===== config.mk =====
export PLATFORM = sky130hd
export DESIGN_NAME = cam_pattern_tx
export DESIGN_NICKNAME = d
export VERILOG_FILES = /design/src/rtl/cam_pkg.sv /design/src/rtl/cam_pattern_tx.sv
export SDC_FILE = /design/constraint.sdc
export NUM_CORES = 1
export LEC_CHECK = 0
export CORE_MARGIN = 1
export CORE_UTILIZATION = 35
export CTS_BUF_LIST = sky130_fd_sc_hd__clkbuf_8
export DETAILED_ROUTE_END_ITERATION = 8
export PLACE_DENSITY = 0.6
export REMOVE_ABC_BUFFERS = 1
export SLEW_MARGIN = 30
export SYNTH_ARGS = -nofsm -noshare
export SYNTH_HDL_FRONTEND = slang
export SYNTH_SLANG_ARGS = --single-unit

===== constraint.sdc =====
create_clock -name clk125 -period 9.9 [get_ports clk125]
set_input_delay 2.97 -clock clk125 [delete_from_list [all_inputs] [get_ports clk125]]
set_output_delay 2.97 -clock clk125 [all_outputs]
set_load 0.1 [all_outputs]

===== src/rtl/cam_pkg.sv =====
// Symbol codes and state encoding shared by the camera-link pattern source
// and the receive-side alignment logic.
package cam_pkg;

    localparam logic [7:0] SYNC_FS  = 8'hAA;
    localparam logic [7:0] SYNC_LS  = 8'h2A;
    localparam logic [7:0] SYNC_IMG = 8'h0D;
    localparam logic [7:0] SYNC_LE  = 8'h4A;
    localparam logic [7:0] SYNC_FE  = 8'hCA;
    localparam logic [7:0] SYNC_BL  = 8'h15;
    localparam logic [7:0] TRAIN    = 8'h3A;

    localparam logic [7:0]  CONST_LANE = 8'hA5;
    localparam logic [31:0] TRAIN_DATA = {4{TRAIN}};
    localparam logic [39:0] IDLE_WORD  = {SYNC_BL, TRAIN_DATA};

    typedef enum logic [1:0] {
        ST_IDLE,
        ST_LINE,
        ST_HBLANK,
        ST_VBLANK
    } cam_state_t;

    // Lane i carries base + i; concatenation operands stay 8 bits, so each lane wraps mod 256.
    function automatic logic [31:0] ramp_data(input logic [7:0] base);
        return {base + 8'd3, base + 8'd2, base + 8'd1, base};
    endfunction

endpackage


===== src/rtl/cam_pattern_tx.sv =====
// Camera-link test pattern source: emits framed 40-bit symbol words
// ({sync, d3, d2, d1, d0}) in the same format as the deserializer output.
module cam_pattern_tx
    import cam_pkg::*;
#(
    parameter int DW = 40
) (
    input  logic          clk125,
    input  logic          rst_n,
    input  logic          start,
    input  logic          continuous,
    input  logic          invert,
    input  logic          pattern_sel,
    input  logic [11:0]   cfg_width,
    input  logic [11:0]   cfg_height,
    input  logic [7:0]    cfg_hblank,
    input  logic [15:0]   cfg_vblank,
    output logic [DW-1:0] rxd,
    output logic          busy,
    output logic          frame_done
);

    cam_state_t  state;
    logic [11:0] kcnt;
    logic [11:0] lcnt;
    logic [15:0] bcnt;
    logic [7:0]  base;

    logic [11:0] w_q;
    logic [11:0] h_q;
    logic [7:0]  hb_q;
    logic [15:0] vb_q;
    logic        inv_q;

    logic [11:0] w_clamp;
    logic [11:0] h_clamp;
    logic [7:0]  hb_clamp;
    logic [15:0] vb_clamp;
    logic        last_kernel;
    logic        last_line;
    logic        hb_done;
    logic        vb_done;
    logic        launch;
    logic [7:0]  next_sync;

    function automatic logic [31:0] line_data(input logic [7:0] b, input logic const_sel);
        return const_sel ? {4{CONST_LANE}} : ramp_data(b);
    endfunction

    function automatic logic [39:0] make_word(input logic [7:0] sync, input logic [31:0] data,
                                              input logic inv);
        return {sync, data ^ {32{inv}}};
    endfunction

    always_comb begin
        w_clamp     = (cfg_width < 12'd2) ? 12'd2 : cfg_width;
        h_clamp     = (cfg_height == 12'd0) ? 12'd1 : cfg_height;
        hb_clamp    = (cfg_hblank == 8'd0) ? 8'd1 : cfg_hblank;
        vb_clamp    = (cfg_vblank == 16'd0) ? 16'd1 : cfg_vblank;
        last_kernel = (kcnt == w_q - 12'd1);
        last_line   = (lcnt == h_q - 12'd1);
        hb_done     = (bcnt == 16'(hb_q) - 16'd1);
        vb_done     = (bcnt == vb_q - 16'd1);
        // A new frame starts from IDLE on start, or back-to-back when continuous at vblank end.
        launch      = ((state == ST_IDLE) && start) ||
                      ((state == ST_VBLANK) && vb_done && continuous);
        // Sync code for the kernel entered on the next edge while staying in LINE.
        next_sync   = SYNC_IMG;
        if (kcnt + 12'd1 == w_q - 12'd1) begin
            next_sync = last_line ? SYNC_FE : SYNC_LE;
        end
    end

    assign busy = (state != ST_IDLE);

    // NOTE: every state and output register uses non-blocking assignment and is cleared by
    // the async reset, so the word on rxd always matches the state entered on the same edge.
    always_ff @(posedge clk125 or negedge rst_n) begin
        if (!rst_n) begin
            state      <= ST_IDLE;
            kcnt       <= '0;
            lcnt       <= '0;
            bcnt       <= '0;
            base       <= '0;
            w_q        <= '0;
            h_q        <= '0;
            hb_q       <= '0;
            vb_q       <= '0;
            inv_q      <= 1'b0;
            rxd        <= IDLE_WORD;
            frame_done <= 1'b0;
        end else begin
            frame_done <= 1'b0;
            if (launch) begin
                state <= ST_LINE;
                kcnt  <= '0;
                lcnt  <= '0;
                bcnt  <= '0;
                base  <= 8'd4;
                w_q   <= w_clamp;
                h_q   <= h_clamp;
                hb_q  <= hb_clamp;
                vb_q  <= vb_clamp;
                inv_q <= invert;
                rxd   <= make_word(SYNC_FS, line_data(8'd0, pattern_sel), invert);
            end else begin
                unique case (state)
                    ST_IDLE: begin
                        rxd <= IDLE_WORD;
                    end
                    ST_LINE: begin
                        if (last_kernel) begin
                            bcnt <= '0;
                            rxd  <= make_word(SYNC_BL, TRAIN_DATA, inv_q);
                            if (last_line) begin
                                state      <= ST_VBLANK;
                                frame_done <= (vb_q == 16'd1);
                            end else begin
                                state <= ST_HBLANK;
                            end
                        end else begin
                            kcnt <= kcnt + 12'd1;
                            base <= base + 8'd4;
                            rxd  <= make_word(next_sync, line_data(base, pattern_sel), inv_q);
                        end
                    end
                    ST_HBLANK: begin
                        if (hb_done) begin
                            state <= ST_LINE;
                            kcnt  <= '0;
                            lcnt  <= lcnt + 12'd1;
                            base  <= base + 8'd4;
                            rxd   <= make_word(SYNC_LS, line_data(base, pattern_sel), inv_q);
                        end else begin
                            bcnt <= bcnt + 16'd1;
                        end
                    end
                    ST_VBLANK: begin
                        if (vb_done) begin
                            state <= ST_IDLE;
                            rxd   <= IDLE_WORD;
                        end else begin
                            bcnt       <= bcnt + 16'd1;
                            frame_done <= (bcnt + 16'd1 == vb_q - 16'd1);
                        end
                    end
                    default: begin
                        state <= ST_IDLE;
                        rxd   <= IDLE_WORD;
                    end
                endcase
            end
        end
    end

endmodule


-- Yosys cells after proc, flatten, opt, wreduce, memory -nomap -nowiden
Cells that the tools add are included.
- add/subtract/negate cells: 11
- multipliers: 0
- div/mod/pow operators: 0
- order comparisons: 1
- equality and inequality tests: 16
- shifts and indexed selects: 0
- muxes and demuxes: 40
- bitwise gates (word level): 3
- reductions and logical operators: 18
- operators by type and width (cell ; number):
    $mux 40 ; 4
    $pmux 40 s4 ; 1
    $mux 12 ; 8
    $mux 16 ; 5
    $mux 32 ; 2
    $xor 32x32->32 ; 2
    $eq 16x16->1 ; 3
    $mux 8 ; 6
    $pmux 16 s3 ; 1
    $eq 12x12->1 ; 3
    $add 12x1->12 const B ; 2
    $pmux 12 s2 ; 1
    $sub 12x1->12 const B ; 2
    $ne 3x3->1 const B ; 6
    $add 16x1->16 const B ; 1
    $add 8x2->8 const B ; 2
    $eq 16x1->1 const B ; 1
    $logic_not 16->1 ; 1
    $not 16->16 ; 1
    $pmux 8 s2 ; 1
    $sub 16x1->16 const B ; 1
    $logic_not 12->1 ; 1
    $lt 12x2->1 const B ; 1
    $sub 8x1->9 const B ; 1
    other kinds (18) ; 32
- register bits after elaboration: 140
- bits in latches: 0
- bits in writable memories: 0
- memory bits (read-only): 0
- input port bits: 54
- output and inout bits: 42
- word-level logic and storage cells: 101
- memories kept: 0

-- Longest topological paths before layout
- word-level depth: 7
- gate-level depth with buffers: 14
- mapped depth without buffers: 10

-- Worst setup path after synthesis
OpenSTA, ideal clock, no wires.
- path type: in2reg
- start: input port pattern_sel
- end: register rxd[30]
- setup time: 78 ps
- data arrival time: 4284 ps
- data required time: 9822 ps
- slack: 5538 ps
- stages on the path: 8
- path buffers: 1
- path through: clkbuf_1 nor2b_1 nand2_1 nor2_1 nor3_1 o21ai_0 or3b_2 a21oi_1
- cells in the longest elaborated chain, start to end: 5
- elaborated cells between the ends (all ways): 6
- those cells by class: mux: 5; bitwise: 1
- RTL lines (what ; RTL line ; text):
    start: declaration ; cam_pattern_tx.sv:13 ; input logic pattern_sel,
    $mux 32 (*) ; cam_pattern_tx.sv:47 ; return const_sel ? {4{CONST_LANE}} : ramp_data(b);
    $xor 32x32->32 (*) ; cam_pattern_tx.sv:52 ; return {sync, data ^ {32{inv}}};
    $mux 40 (on tied branches) ; cam_pattern_tx.sv:128, cam_pattern_tx.sv:112 ;
    $pmux 40 s4 (*) ; cam_pattern_tx.sv:107 ; unique case (state)
    $mux 40 (*) ; cam_pattern_tx.sv:94 ; if (launch) begin
    end signal: assignment ; cam_pattern_tx.sv:105 ; rxd <= make_word(SYNC_FS, line_data(8'd0, pattern_sel), invert);
    end signal: assignment ; cam_pattern_tx.sv:114 ; rxd <= make_word(SYNC_BL, TRAIN_DATA, inv_q);
    end signal: assignment ; cam_pattern_tx.sv:133 ; rxd <= make_word(SYNC_LS, line_data(base, pattern_sel), inv_q);
    end: declaration ; cam_pattern_tx.sv:18 ; output logic [DW-1:0] rxd,
Every way passes the cells marked *; elsewhere a longest branch is shown, timed or not. The select of a mux whose other input is x is not followed.
A chain may end at the register's enable or synchronous reset.

-- Final worst setup path
- start: input port continuous
- end: register bcnt[12]
- cells in the longest elaborated chain, start to end: 4
- elaborated cells between the ends (all ways): 8
- those cells by class: eq/ne: 3; mux: 1; reduce/logical: 4
- RTL lines (what ; RTL line ; text):
    start: declaration ; cam_pattern_tx.sv:11 ; input logic continuous,
    $logic_and 1x1->1 (*) ; cam_pattern_tx.sv:66 ; ((state == ST_VBLANK) && vb_done && continuous);
    $logic_or 1x1->1 (*) ; cam_pattern_tx.sv:65 ; launch = ((state == ST_IDLE) && start) ||
    $ne 3x3->1 (no line) or $reduce_bool 4->1 (tied branches) ; n/a ;
    $reduce_and 4->1 (no line) ; n/a ;
    end signal: assignment ; cam_pattern_tx.sv:135 ; bcnt <= bcnt + 16'd1;
    end signal: assignment ; cam_pattern_tx.sv:143 ; bcnt <= bcnt + 16'd1;
    end: declaration ; cam_pattern_tx.sv:26 ; logic [15:0] bcnt;
Every way passes the cells marked *; elsewhere a longest branch is shown, timed or not.

==> out/results.tsv <==
metric	value	unit
status	completed	
syn_inst	1064	
r2r_slack	4810	ps
fin_nets	1169	
postSynthAreaPerCell	8.327	um^2
num_rows	57	
numCtsBuffers	17	
synth_commonest_cells	nand2_1 (196), dfrtp_1 (112), xnor2_1 (73)	
power_frac_seq	48.9	%
drive_above_1_share	7.265	%
ctsResizeCount	0	
p_leak	0.004150	uW
met3_usage	3.595	%
post_drt_wl_per_cell	16.41	um
yosys.area.top_type	dfrtp_1	
min_delay_path_depth	2	
wirelength	23620	um
num-fill-cells	2513	
critical_path_arrival	6170	ps
synth_warnings	0	
grt_pass1_vias	7482	
instances_no_fill	1439	
hold_path.startpoint	rxd[25]	
synth_top_area_share	31.63	%
path_clk_slew	80	ps
syn_to_final_growth	15.85	%
busiest_layer	met2	
cts_setup_buffers	0	
cp-start-kind	input pin	
path_class	input pin to flip-flop	
setup_tns	0	ps
num_antenna_cells	0	
setup-violations-final	0	
synth-edff-count	0	
die_w	161.1	um
antenna_found_initial	0	
required	10220	ps
hold_viol	0	
switching_share	26.59	%
grt_util_met2	29.68	%
globalRouteMet1Util	26.42	%
crit_path_end_kind	flip-flop	
syn-cell-area	8860	um^2
ys_ff_latch	126	
ctsLongestPathBuffers	2	
maxSlewViolCount	0	
port_buffers	95	
dr.pass1.iters	6	
drc	0	
cap_violations	0	
grt_max_degree	76	
clock_latency	460	ps
io_pins	96	
p_clk_share	44.1	%
fmax	171.0	MHz
irDropWorstVdd	76.89	uV
fp.dieH	161.1	um
skew	17.42	ps
reg2reg_depth	11	
die_area	25950	um^2
grt_pass1_wl	39350	um
synthTopCellsByArea	dfrtp_1 (32%), nand2_1 (8.3%), xnor2_1 (7.2%)	
worstMarginPinSlew	986.2	ps
viasPerCell	5.511	
fin_crit_sh	59.08	%
p_comb_share	7.0	%
dp_cells	1407	
coreArea	24600	um^2
min_path_type	flip-flop to flip-flop	
grt_overflow_total	0	
synth.distinct_cells	84	
min_to	rxd[25]	
hold_buffers	0	
ys.flop_type	dfrtp_1	
start_util	36.01	%
hpwl	17060	um
gr-usage-all-layers	18.89	%
root_buffer	clkbuf_8	
gp_congestion	0.8368	
period_minus_slack	5849	ps
h-tree-depth	4	
cts.sinks	126	
worstReg2RegStart	vb_q[0]	
vias	7930	
cp_max_fo	51	
cts_tree	yes	
slew_headroom	34.05	%
synthArstFlopShare	100.0	%
yosysMostFrequentCell	nand2_1	
r2r_end	bcnt[12]	
ant_nets	0	
seq_area_frac_synth	35.79	%
drt_iter0_drc	575	
power_density	103.4	nW/um^2
intPower	779.4	uW
power.switching	282.3	uW
rsz0062_at_grt	no	
[cell type report]
type / count / area, um^2 / share of cell area, %
Clock inverter: 14 / 157.7 / 1.536
Multi-Input combinational cell: 830 / 5195 / 50.62
Tap cell: 324 / 405.4 / 3.950
Clock buffer: 18 / 247.7 / 2.414
Sequential cell: 126 / 3171 / 30.89
Timing Repair Buffer: 99 / 982.2 / 9.570
Inverter: 28 / 105.1 / 1.024
[power groups by stage]
stage          clock (uW)  sequential, uW  combinational, uW
6_report              468             519               74.3
5_1_grt               502             520               79.5
3_5_place_dp            0             529               75.3
4_1_cts               482             519               75.6
3_3_place_gp            0             529               75.5
2_1_floorplan           0             555               5.83
[per-layer routing]
layer | vias to the layer above | part of all wire, %
met4 | 0 | 1.3
met3 | 20 | 5.1
met1 | 3823 | 49
met2 | 203 | 44
li1 | 3884 | -
met5 | - | 0
[state kept, by name (all words and copies together) (netlist names)]
register / count
state: 2
kcnt: 12
frame_done: 1
base: 6
rxd: 28
inv_q: 1
hb_q: 8
w_q: 12
vb_q: 16
lcnt: 12
h_q: 12
bcnt: 16
[kinds of logic after synthesis]
| family | count (synthesis) | synth area share (%) |
|---|---|---|
| AND/OR/NAND/NOR | 505 | 28.64 |
| AO/OA/AOI/OAI | 197 | 15.99 |
| flip-flops | 126 | 35.79 |
| buffers and inverters | 108 | 5.776 |
| XOR/XNOR | 106 | 10.80 |
| adder cells (fa/ha/maj) | 13 | 1.836 |
| multiplexers | 9 | 1.172 |
[worst max-delay path: stages]
cell             delay [ps]
clkdlybuf4s50_1         480
nand2_1                  70
or3_1                   460
o21ai_4                 740
buf_4                   590
or4_1                   620
o21ai_1                 170
[through the flow]
| step | worst slack (ps) | total power (uW) | cell area, um^2 | hold WS (ps) | util [%] |
|---|---|---|---|---|---|
| floorplan | 3798 | 560.6 | 8453 | 459.6 | - |
| global placement | 3654 | 604.8 | 9846 | 450.2 | 40.02 |
| detailed placement | 3569 | 604.7 | 9852 | 453.6 | 40.04 |
| CTS | 4086 | 1076 | 10260 | 465.6 | 41.69 |
| global route | 3883 | 1101 | 10260 | 486.1 | 41.71 |
| finish | 4051 | 1062 | 10260 | 465.0 | 41.71 |
[placed cells by master (no fill, tap or decap), types with 8 or more instances in the layout]
cell type        count
o21ai_1              9
nand4_1             24
dfrtp_1            112
inv_1               26
xor2_1              31
clkdlybuf4s50_1     94
clkbuf_8            18
a21o_1               8
nand2b_1            13
nand2_1            196
and2_1              10
ha_1                13
and3_1               8
nand3_1             32
nor3_1              41
nor2b_1              8
dfstp_2             14
a21oi_1             38
nor2_1              68
o21ai_0             35
nor4_1              32
o211ai_1             9
xnor2_1             73
or3_1               10
o31ai_1             13
or4_1               23
[how the worst max path moves through the flow]
stage                from  endpoint  slack (ps)  depth (start not counted)
2_1_floorplan  continuous  kcnt[11]        3800                          5
3_3_place_gp   continuous  bcnt[12]        3650                          7
3_5_place_dp   continuous  bcnt[12]        3570                          7
4_1_cts        continuous  bcnt[12]        4090                          7
5_1_grt        continuous  bcnt[12]        3880                          7
6_report       continuous  bcnt[12]        4050                          7
No activity file was read; power rests on OpenSTA's default activity.
